$ cat src/rtl/ad80305_rx_dc_track.sv
// RX DC-offset tracker for the AD80305 I/Q stream (125 MHz domain).
// Block-averages I/Q, subtracts tracked or manual offset with saturation.
module ad80305_rx_dc_track #(
    parameter int DATA_W   = 12,
    parameter int CORR_W   = 8,
    parameter int AVG_LOG2 = 4
) (
    input  logic                     i_fpga_clk_125p,
    input  logic                     i_fpga_rst_125p,
    input  logic                     i_iqdata_fp,
    input  logic signed [DATA_W-1:0] i_idata,
    input  logic signed [DATA_W-1:0] i_qdata,
    input  logic                     i_dc_bypass,
    input  logic                     i_dc_set_sw,
    input  logic signed [CORR_W-1:0] i_dc_corr_idata,
    input  logic signed [CORR_W-1:0] i_dc_corr_qdata,
    input  logic                     i_avg_clr,
    output logic                     o_iqdata_fp,
    output logic signed [DATA_W-1:0] o_idata,
    output logic signed [DATA_W-1:0] o_qdata,
    output logic signed [DATA_W-1:0] o_aver_idata,
    output logic signed [DATA_W-1:0] o_aver_qdata,
    output logic                     o_aver_valid,
    output logic                     o_dc_locked,
    output logic                     o_sat
);
    localparam int ACC_W = DATA_W + AVG_LOG2;
    localparam logic signed [DATA_W-1:0] SMAX = {1'b0, {(DATA_W-1){1'b1}}};
    localparam logic signed [DATA_W-1:0] SMIN = {1'b1, {(DATA_W-1){1'b0}}};

    typedef enum logic {
        UNLOCKED = 1'b0,
        LOCKED   = 1'b1
    } state_t;

    state_t state, state_nxt;

    logic signed [ACC_W-1:0]  acc_i, acc_q, sum_i, sum_q;
    logic        [AVG_LOG2-1:0] cnt;
    logic signed [DATA_W-1:0] off_i, off_q, avg_i, avg_q;
    logic signed [DATA_W-1:0] man_i, man_q, cor_i, cor_q;
    logic signed [DATA_W:0]   dif_i, dif_q;
    logic                     take, done, clip_i, clip_q;

    assign take  = i_iqdata_fp && !i_avg_clr;
    assign done  = take && (cnt == {AVG_LOG2{1'b1}});
    assign sum_i = acc_i + {{AVG_LOG2{i_idata[DATA_W-1]}}, i_idata};
    assign sum_q = acc_q + {{AVG_LOG2{i_qdata[DATA_W-1]}}, i_qdata};
    // Dropping the low bits of the sum is an arithmetic shift (floor).
    assign avg_i = sum_i[ACC_W-1:AVG_LOG2];
    assign avg_q = sum_q[ACC_W-1:AVG_LOG2];

    assign man_i = {{(DATA_W-CORR_W){i_dc_corr_idata[CORR_W-1]}}, i_dc_corr_idata};
    assign man_q = {{(DATA_W-CORR_W){i_dc_corr_qdata[CORR_W-1]}}, i_dc_corr_qdata};

    assign dif_i  = {i_idata[DATA_W-1], i_idata} - {off_i[DATA_W-1], off_i};
    assign dif_q  = {i_qdata[DATA_W-1], i_qdata} - {off_q[DATA_W-1], off_q};
    assign clip_i = dif_i[DATA_W] ^ dif_i[DATA_W-1];
    assign clip_q = dif_q[DATA_W] ^ dif_q[DATA_W-1];
    assign cor_i  = clip_i ? (dif_i[DATA_W] ? SMIN : SMAX) : dif_i[DATA_W-1:0];
    assign cor_q  = clip_q ? (dif_q[DATA_W] ? SMIN : SMAX) : dif_q[DATA_W-1:0];

    assign o_dc_locked = (state == LOCKED);

    // Lock state register.
    always_ff @(posedge i_fpga_clk_125p or negedge i_fpga_rst_125p) begin
        if (!i_fpga_rst_125p) state <= UNLOCKED;
        else                  state <= state_nxt;
    end

    // Next lock state: clear beats block completion.
    always_comb begin
        state_nxt = state;
        unique case (1'b1)
            i_avg_clr: state_nxt = UNLOCKED;
            done:      state_nxt = LOCKED;
            default:   state_nxt = state;
        endcase
    end

    // Block accumulation and average reporting.
    always_ff @(posedge i_fpga_clk_125p or negedge i_fpga_rst_125p) begin
        if (!i_fpga_rst_125p) begin
            acc_i        <= '0;
            acc_q        <= '0;
            cnt          <= '0;
            o_aver_idata <= '0;
            o_aver_qdata <= '0;
            o_aver_valid <= 1'b0;
        end else begin
            o_aver_valid <= 1'b0;
            if (i_avg_clr) begin
                acc_i <= '0;
                acc_q <= '0;
                cnt   <= '0;
            end else if (done) begin
                acc_i        <= '0;
                acc_q        <= '0;
                cnt          <= '0;
                o_aver_idata <= avg_i;
                o_aver_qdata <= avg_q;
                o_aver_valid <= 1'b1;
            end else if (take) begin
                acc_i <= sum_i;
                acc_q <= sum_q;
                cnt   <= cnt + 1'b1;
            end
        end
    end

    // Offset registers: manual every cycle, else refreshed per completed block.
    always_ff @(posedge i_fpga_clk_125p or negedge i_fpga_rst_125p) begin
        if (!i_fpga_rst_125p) begin
            off_i <= '0;
            off_q <= '0;
        end else if (i_dc_set_sw) begin
            off_i <= man_i;
            off_q <= man_q;
        end else if (done) begin
            off_i <= avg_i;
            off_q <= avg_q;
        end
    end

    // Registered correction; outputs hold between strobes.
    always_ff @(posedge i_fpga_clk_125p or negedge i_fpga_rst_125p) begin
        if (!i_fpga_rst_125p) begin
            o_iqdata_fp <= 1'b0;
            o_idata     <= '0;
            o_qdata     <= '0;
            o_sat       <= 1'b0;
        end else begin
            o_iqdata_fp <= i_iqdata_fp;
            o_sat       <= 1'b0;
            if (i_iqdata_fp) begin
                if (i_dc_bypass) begin
                    o_idata <= i_idata;
                    o_qdata <= i_qdata;
                end else begin
                    o_idata <= cor_i;
                    o_qdata <= cor_q;
                    o_sat   <= clip_i | clip_q;
                end
            end
        end
    end

endmodule

$ cat config.mk
export PLATFORM = sky130hd
export DESIGN_NAME = ad80305_rx_dc_track
export DESIGN_NICKNAME = d
export VERILOG_FILES = /design/src/rtl/ad80305_rx_dc_track.sv
export SDC_FILE = /design/constraint.sdc
export NUM_CORES = 1
export LEC_CHECK = 0
export ABC_AREA = 1
export CAP_MARGIN = 40
export CORE_ASPECT_RATIO = 1.4
export CORE_MARGIN = 5
export CORE_UTILIZATION = 57
export DETAILED_ROUTE_END_ITERATION = 16
export PLACE_DENSITY = 0.86
export SETUP_SLACK_MARGIN = 0.4
export SYNTH_ARGS = -nofsm -noshare
export SYNTH_HDL_FRONTEND = slang
export SYNTH_SLANG_ARGS = --single-unit
$ cat constraint.sdc
create_clock -name i_fpga_clk_125p -period 2.6 [get_ports i_fpga_clk_125p]
set_clock_uncertainty 0.05 [all_clocks]
set_input_delay 0.39 -clock i_fpga_clk_125p [delete_from_list [all_inputs] [get_ports i_fpga_clk_125p]]
set_output_delay 0.39 -clock i_fpga_clk_125p [all_outputs]
set_load 0.005 [all_outputs]
==> run summary <==
CP Max Fanout: 6
Clock-pin slew on the worst setup and hold paths: 70 ps
# H-tree levels: 3
Clk sinks: 112
Seq cells post-synth: 112
Synthesis warning total: 0
Root Driver: clkbuf_16
Placed Instances: 1386
Post-Synth XOR/XNOR Area: 0.0367
Number of global-route vias before repair: 7340
Pre-CTS setup slack: -77.2 ps
Fin nets: 1328
Post-layout minimum cycle time: 2150 ps
Sequential Power Share: 0.351
GRT Residual Overflow: 0
Data required, critical path: 2800 ps
CP Capture Type: flip-flop
Comb pwr share: 0.398
Worst Path Class, Setup: reg2reg
Final Routed Wirelength: 22800 um
Yosys top cell by area: dfrtp_1
Adder-Cell Fraction of Synth Area: 0.100
Pwr Density: 584 nW/um2
Initial antenna violation count: 0
Pleak: 5.27 nW
Antenna Cells: 0
Placeable Area: 13300 um2
Layout cell share with drive strength beyond 1: 0.151
IO Count: 98
Maxcap violations: 0
Max-slew violations: 0
Sum Neg Setup Slack: 0 ps
Drt via density: 5.44
Dpl cell area: 9180 um2
Mean routed wirelength per cell: 16.2 um
Hold path start: o_idata[9]
Synth cell count leaders: nand2_1 (405), dfrtp_1 (112), inv_1 (96)
Critical Path AT: 2350 ps
Setup ws final: 446 ps
I/O Buffers: 97
Inserted Clock Buffers: 9
GPL Wtd Cong: 0.984
Final Util: 0.754
Via count: 7671
Post-synthesis mux area share: 0
CP startpoint kind: flip-flop
Met2 Resource Use GR: 0.471
RSZ-0062 raised after global routing: yes
Sequential-to-total area share from yosys stat: 0.367
Tot Pwr: 5.84 mW
Tcrit/Tclk final: 0.828
Hold path endpoint: o_idata[9]
Met1 Track Usage GR: 0.373
Clock insertion delay at the later pin of the skew report: 360 ps
EDFF count, synth: 0
Syn Inst Count: 1073
Netlist cell types: 36
Die area: 15900 um2
Hold Slack: 430 ps
Worst slew pin tran: 713 ps
Clock Path Buffers: 2
Mean Syn Cell Area: 7.12 um2
DR DRC count: 0
Worst R2R End: o_idata[3]
Finish-stage setup viols: 0
Largest net degree at the start of global routing: 47
F_max: 464 MHz
Row Count: 50
Busiest grt layer: met2
Internal power: 3.74 mW
FFs w/ async S/R, synth: 1.00
Switching Fraction: 0.360
Slew headroom: 0.524
Outcome: completed
P_sw: 2.10 mW
Area fraction in and, or, nand and nor cells after synthesis: 0.322
Drt pass-1 iters: 5
Top FF cell, synth: dfrtp_1
Final std cells w/o fill: 1410
Net Count, Synth: 1178
Worst reg2reg startpoint: off_i[0]
DRC violation total after the first TritonRoute iteration: 461
Mapped Area: 7640 um2
Share of the synthesized area in the top cell type: 0.367
Synth Area in Compound Gates: 0.105
R2R cell count: 14
Clock power share: 0.251
Met3 Resource Use GR: 0.0369
Worst Hold Path Cells: 2
Count leader, synth: nand2_1
Die height: 147 um
Worst min path class: reg2reg
Synthesis-to-finish area growth: 30.9%
Post-route cell area: 10000 um2
CTS tree: done
Starting density of the core: 0.576
Maximum VDD drop: 0.330 mV
Die width: 108 um
Global-route wire length before repair: 36100 um
Tot GR Track Use: 0.283
Final ANT Viol Nets: 0
Synth top area cells: dfrtp_1 (37%), nand2_1 (20%), ha_1 (9.0%)
R2R Setup Slk: 450 ps
Largest family of logic cells by synthesized area: simple AND/OR/NAND/NOR gates
Final hold vios: 0
Hpwl dp: 16900 um
## critical path, cell delays in order, from the launching register on
cell,delay [ps]
dfrtp_1,420
ha_2,200
inv_2,40
fa_2,360
nand3_2,70
nand2_2,70
nand3_2,90
nand3_2,90
nand2_2,90
nand2_2,80
a21oi_4,180
buf_6,150
nand2_1,50
nand2_1,50
nand2_1,50
## power by group through the flow
stage	clock [mW]	combinational, mW	sequential (mW)
final	1.46	2.33	2.05
after global routing	1.55	2.57	2.07
after CTS	1.48	2.12	2.04
after detailed placement	0	2.07	2.08
after global placement	0	2.04	2.07
after floorplan	0	1.28	2.06
## registers in the layout, summed over array words and instances, names as in the netlist, 12 cells and up
signal,flops
o_aver_qdata,12
off_q,12
acc_q,16
o_qdata,12
o_aver_idata,12
o_idata,12
acc_i,16
off_i,12
## cells in the final DEF, fill, tap and decap left out, drive strengths merged, types with 11 or more instances in the layout
cell type,count
clkdlybuf4s50,73
clkbuf,11
nand4,12
inv,100
a21oi,66
nor2,95
dlymetal6s2s,15
nand2,411
xnor2,15
dfrtp,112
nand3,73
ha,55
o21ai,43
buf,69
xor2,17
## layout make-up
type                            count  area, um2
Tap cell                          182        228
Fill cell                        1027       3260
Multi-Input combinational cell    833       4740
Timing Repair Buffer              166       1550
Clock buffer                       11        243
Sequential cell                   112       2800
Clock inverter                      5       65.1
Inverter                          101        379
## per-layer routing
metal	vias up	share of wire
li1	3753	-
met1	3592	0.42
met2	263	0.48
met3	63	0.060
met4	0	0.036
met5	-	0
## worst max path at each step
stage                           start         end  slack [ps]  cells past startpoint
after floorplan            i_qdata[0]  o_qdata[1]         510                     15
final                        off_i[0]  o_idata[3]         450                     14
after CTS                 i_idata[11]    off_i[8]         410                     10
after global routing         off_i[0]  o_idata[3]         290                     14
after detailed placement   i_qdata[0]  o_qdata[8]         -80                     16
after global placement     i_qdata[0]  o_qdata[8]         -30                     16
## kinds of logic after synthesis
logic type	Yosys count
and+or+nand+nor	602
AOI/OAI and AO/OA	139
buffers and inverters	129
DFF	112
adders and majority gates	59
xor gates and xnor gates	32
## timing repair
item | CTS | global route
gates resized for setup | 18 | 92
setup endpoints to repair | 33 | 61
setup buffers | 0 | 4
pin swaps | 1 | 17
endpoints found under the hold margin | 23 | 0
gates cloned | 1 | 2
hold buffers | 1 | 0
Power figures use the tool's default switching activity.
==> RTL change, RTL diff (same settings) <==
Add an input register stage for `i_qdata`, without a reset; this delays it by one clock. The other inputs are not delayed to match.
--- a/src/rtl/ad80305_rx_dc_track.sv
+++ b/src/rtl/ad80305_rx_dc_track.sv
@@ -33,6 +33,12 @@
         LOCKED   = 1'b1
     } state_t;
 
+    logic signed [DATA_W-1:0] i_qdata_q;
+
+    always_ff @(posedge i_fpga_clk_125p) begin
+        i_qdata_q <= i_qdata;
+    end
+
     state_t state, state_nxt;
 
     logic signed [ACC_W-1:0]  acc_i, acc_q, sum_i, sum_q;
@@ -45,7 +51,7 @@
     assign take  = i_iqdata_fp && !i_avg_clr;
     assign done  = take && (cnt == {AVG_LOG2{1'b1}});
     assign sum_i = acc_i + {{AVG_LOG2{i_idata[DATA_W-1]}}, i_idata};
-    assign sum_q = acc_q + {{AVG_LOG2{i_qdata[DATA_W-1]}}, i_qdata};
+    assign sum_q = acc_q + {{AVG_LOG2{i_qdata_q[DATA_W-1]}}, i_qdata_q};
     // Dropping the low bits of the sum is an arithmetic shift (floor).
     assign avg_i = sum_i[ACC_W-1:AVG_LOG2];
     assign avg_q = sum_q[ACC_W-1:AVG_LOG2];
@@ -54,7 +60,7 @@
     assign man_q = {{(DATA_W-CORR_W){i_dc_corr_qdata[CORR_W-1]}}, i_dc_corr_qdata};
 
     assign dif_i  = {i_idata[DATA_W-1], i_idata} - {off_i[DATA_W-1], off_i};
-    assign dif_q  = {i_qdata[DATA_W-1], i_qdata} - {off_q[DATA_W-1], off_q};
+    assign dif_q  = {i_qdata_q[DATA_W-1], i_qdata_q} - {off_q[DATA_W-1], off_q};
     assign clip_i = dif_i[DATA_W] ^ dif_i[DATA_W-1];
     assign clip_q = dif_q[DATA_W] ^ dif_q[DATA_W-1];
     assign cor_i  = clip_i ? (dif_i[DATA_W] ? SMIN : SMAX) : dif_i[DATA_W-1:0];
@@ -135,7 +141,7 @@
             if (i_iqdata_fp) begin
                 if (i_dc_bypass) begin
                     o_idata <= i_idata;
-                    o_qdata <= i_qdata;
+                    o_qdata <= i_qdata_q;
                 end else begin
                     o_idata <= cor_i;
                     o_qdata <= cor_q;
Check against the original RTL: not equivalent (Yosys sat finds a counterexample within 4 cycles, from zero or initial values and one cycle with i_fpga_rst_125p low).
==> RTL change against the original RTL <==
Area after synthesis increased by 2.7%. Via count grew 0.53%. Final area increased by 0.85%. Final cell count shrank 0.57%. Power grew 14%. Routed wire length up 0.51%. Sequential cell count grew 12. Worst setup slack worse by 0.039 ns. Sequential share of layout area rose by 2.2 points. Largest power group is now the clock network.
==> RTL change: results (changes against the original RTL) <==
The async set-reset flop share out of synthesis came to 0.9032 (-0.09677). The met2 track demand over resource in global routing came out at 0.4791 (+0.007732). The violation count after the first detailed-routing iteration is 549 (+19%).

The switching share of total power is 0.3337 (-0.02595). The min-delay analysis places its worst path in the category in -> reg. The run finished with clean final reports. The reported leakage power came out at 5.262 nW (-0.18%). The maximum resistive drop on vdd came out at 0.4224 mV (+28%). The clock period minus worst slack was 2.193 ns (+0.03880 ns). The setup slack after placement is -0.06459 ns (+0.01261 ns).

The fraction of met3 tracks used by global routing was 0.04721 (+0.01028). The number of nets produced by synthesis is 1184 (+0.51%). The final estimated routing congestion in global placement came out at 0.9507 (-3.4%). The worst-path maximum fanout is 4 (-2). The detail-routed via count per cell is 5.501 (+1.1%). The ratio of total power to cell area is 659.0 mW/mm² (+13%). The sum of net half-perimeters after detailed placement came to 16910 µm (about the same). The via count of the first global-routing pass came out at 7491 (+2.1%). The capture point of the worst reg-to-reg path is o_qdata[8]. The pin count of the biggest net entering global routing came out at 53 (+13%). The clock power share is 0.341 (+0.090). The arrival time of data at the critical path endpoint is 2.48 ns (+0.13 ns). Sorting the synthesized cells by how often they occur yields 409 x nand2_1, 112 x dfrtp_1, 94 x inv_1. In the post-synthesis netlist, the biggest area contributors are dfrtp_1 36%, nand2_1 20%, ha_1 8.8%.

The minimum setup slack among reg-to-reg paths is 0.41 ns (-0.04 ns). The total global routing track utilization is 0.2802 (-0.002653). The biggest cell delay along the critical path is 0.47 ns (+0.05 ns). The worst hold path begins at i_qdata[11]. Among all stages on the critical path, the largest delay is contributed by clkdlybuf4s50_1. The start of the worst register-to-register path is off_q[0].

The number of detailed-routing iterations run before antenna repair is 6 (+1). The launch point of the critical path is i_idata[4]. The met1 layer usage reported by global route is 0.3505 (-0.02251). The count of cells resized by post-cts repair was 10 (-8). The routed length per instance is 16.37 µm (+1.1%). The final net count came out at 1312 (-1.2%).

After clock tree synthesis, the clock-pin slew on the worst setup and hold paths is 0.06 ns. The sequential share of the synthesized area was 0.3874 (+0.02077). The insertion delay to the later sink of the worst-skew pair came out at 0.42 ns (+0.06 ns). Following the worst setup path forward leads to its endpoint at off_i[3]. The cell count of the worst hold path is 1 (-1). The most used flip-flop cell after synthesis is dfrtp_1. The wire length of the first global-routing pass is 35950 µm (-0.40%). The cell family with the largest share of critical-path delay is buffers and inverters.

The fraction of layout instances using a drive strength above 1 came out at 0.1205 (-0.03016).
## RTL change: changes by cell type after synthesis, sizes merged, moves of 2 or more
cell / unedited run / this run
a21oi: 66 / 69
dfxtp: 0 / 12
nand2: 410 / 413
nand3: 73 / 64
nand4: 12 / 14
nor3: 3 / 0
o21ai: 43 / 38
xor2: 17 / 19
## RTL change: area by class of cell
| class | count | area [µm²] | area share |
|---|---|---|---|
| tap | 182 | 227.7 | 0.02257 |
| inverter | 99 | 371.6 | 0.03683 |
| sequential | 124 | 3045 | 0.3019 |
| clock buffer | 27 | 535.5 | 0.05308 |
| timing repair buffer | 137 | 1305 | 0.1294 |
| clock inverter | 5 | 30.03 | 0.002977 |
| multi-input combinational | 828 | 4573 | 0.4533 |
## RTL change: kinds of logic (layout without fill, tap and decap cells)
| kind of cell | after synthesis | count (layout) | share of synthesized area |
|---|---|---|---|
| and+or+nand+nor | 594 | 594 | 0.3071 |
| AOI/OAI and AO/OA | 141 | 141 | 0.1054 |
| buffers and inverters | 127 | 268 | 0.06435 |
| DFF | 124 | 124 | 0.3874 |
| adders and majority gates | 59 | 59 | 0.09780 |
| xor gates and xnor gates | 34 | 34 | 0.03791 |
## RTL change: per-stage QoR
step	setup TNS (ns)	utilization	cell area [µm²]	hold WS [ns]	std cells
after floorplan	0	-	7855	0.04441	1079
final	0	0.7500	10090	0.3581	1402
after global placement	0	0.6825	9180	0.3749	1363
after global routing	0	0.7500	10090	0.3617	1402
after CTS	0	0.7275	9786	0.3572	1397
after detailed placement	-0.6092	0.6825	9180	0.3811	1363
## RTL change: routing by layer
layer	share of wire	up-vias	wire [µm]
met4	0.033	0	755
li1	-	3724	-
met5	0	-	0
met2	0.49	332	11330
met1	0.41	3588	9416
met3	0.063	68	1456
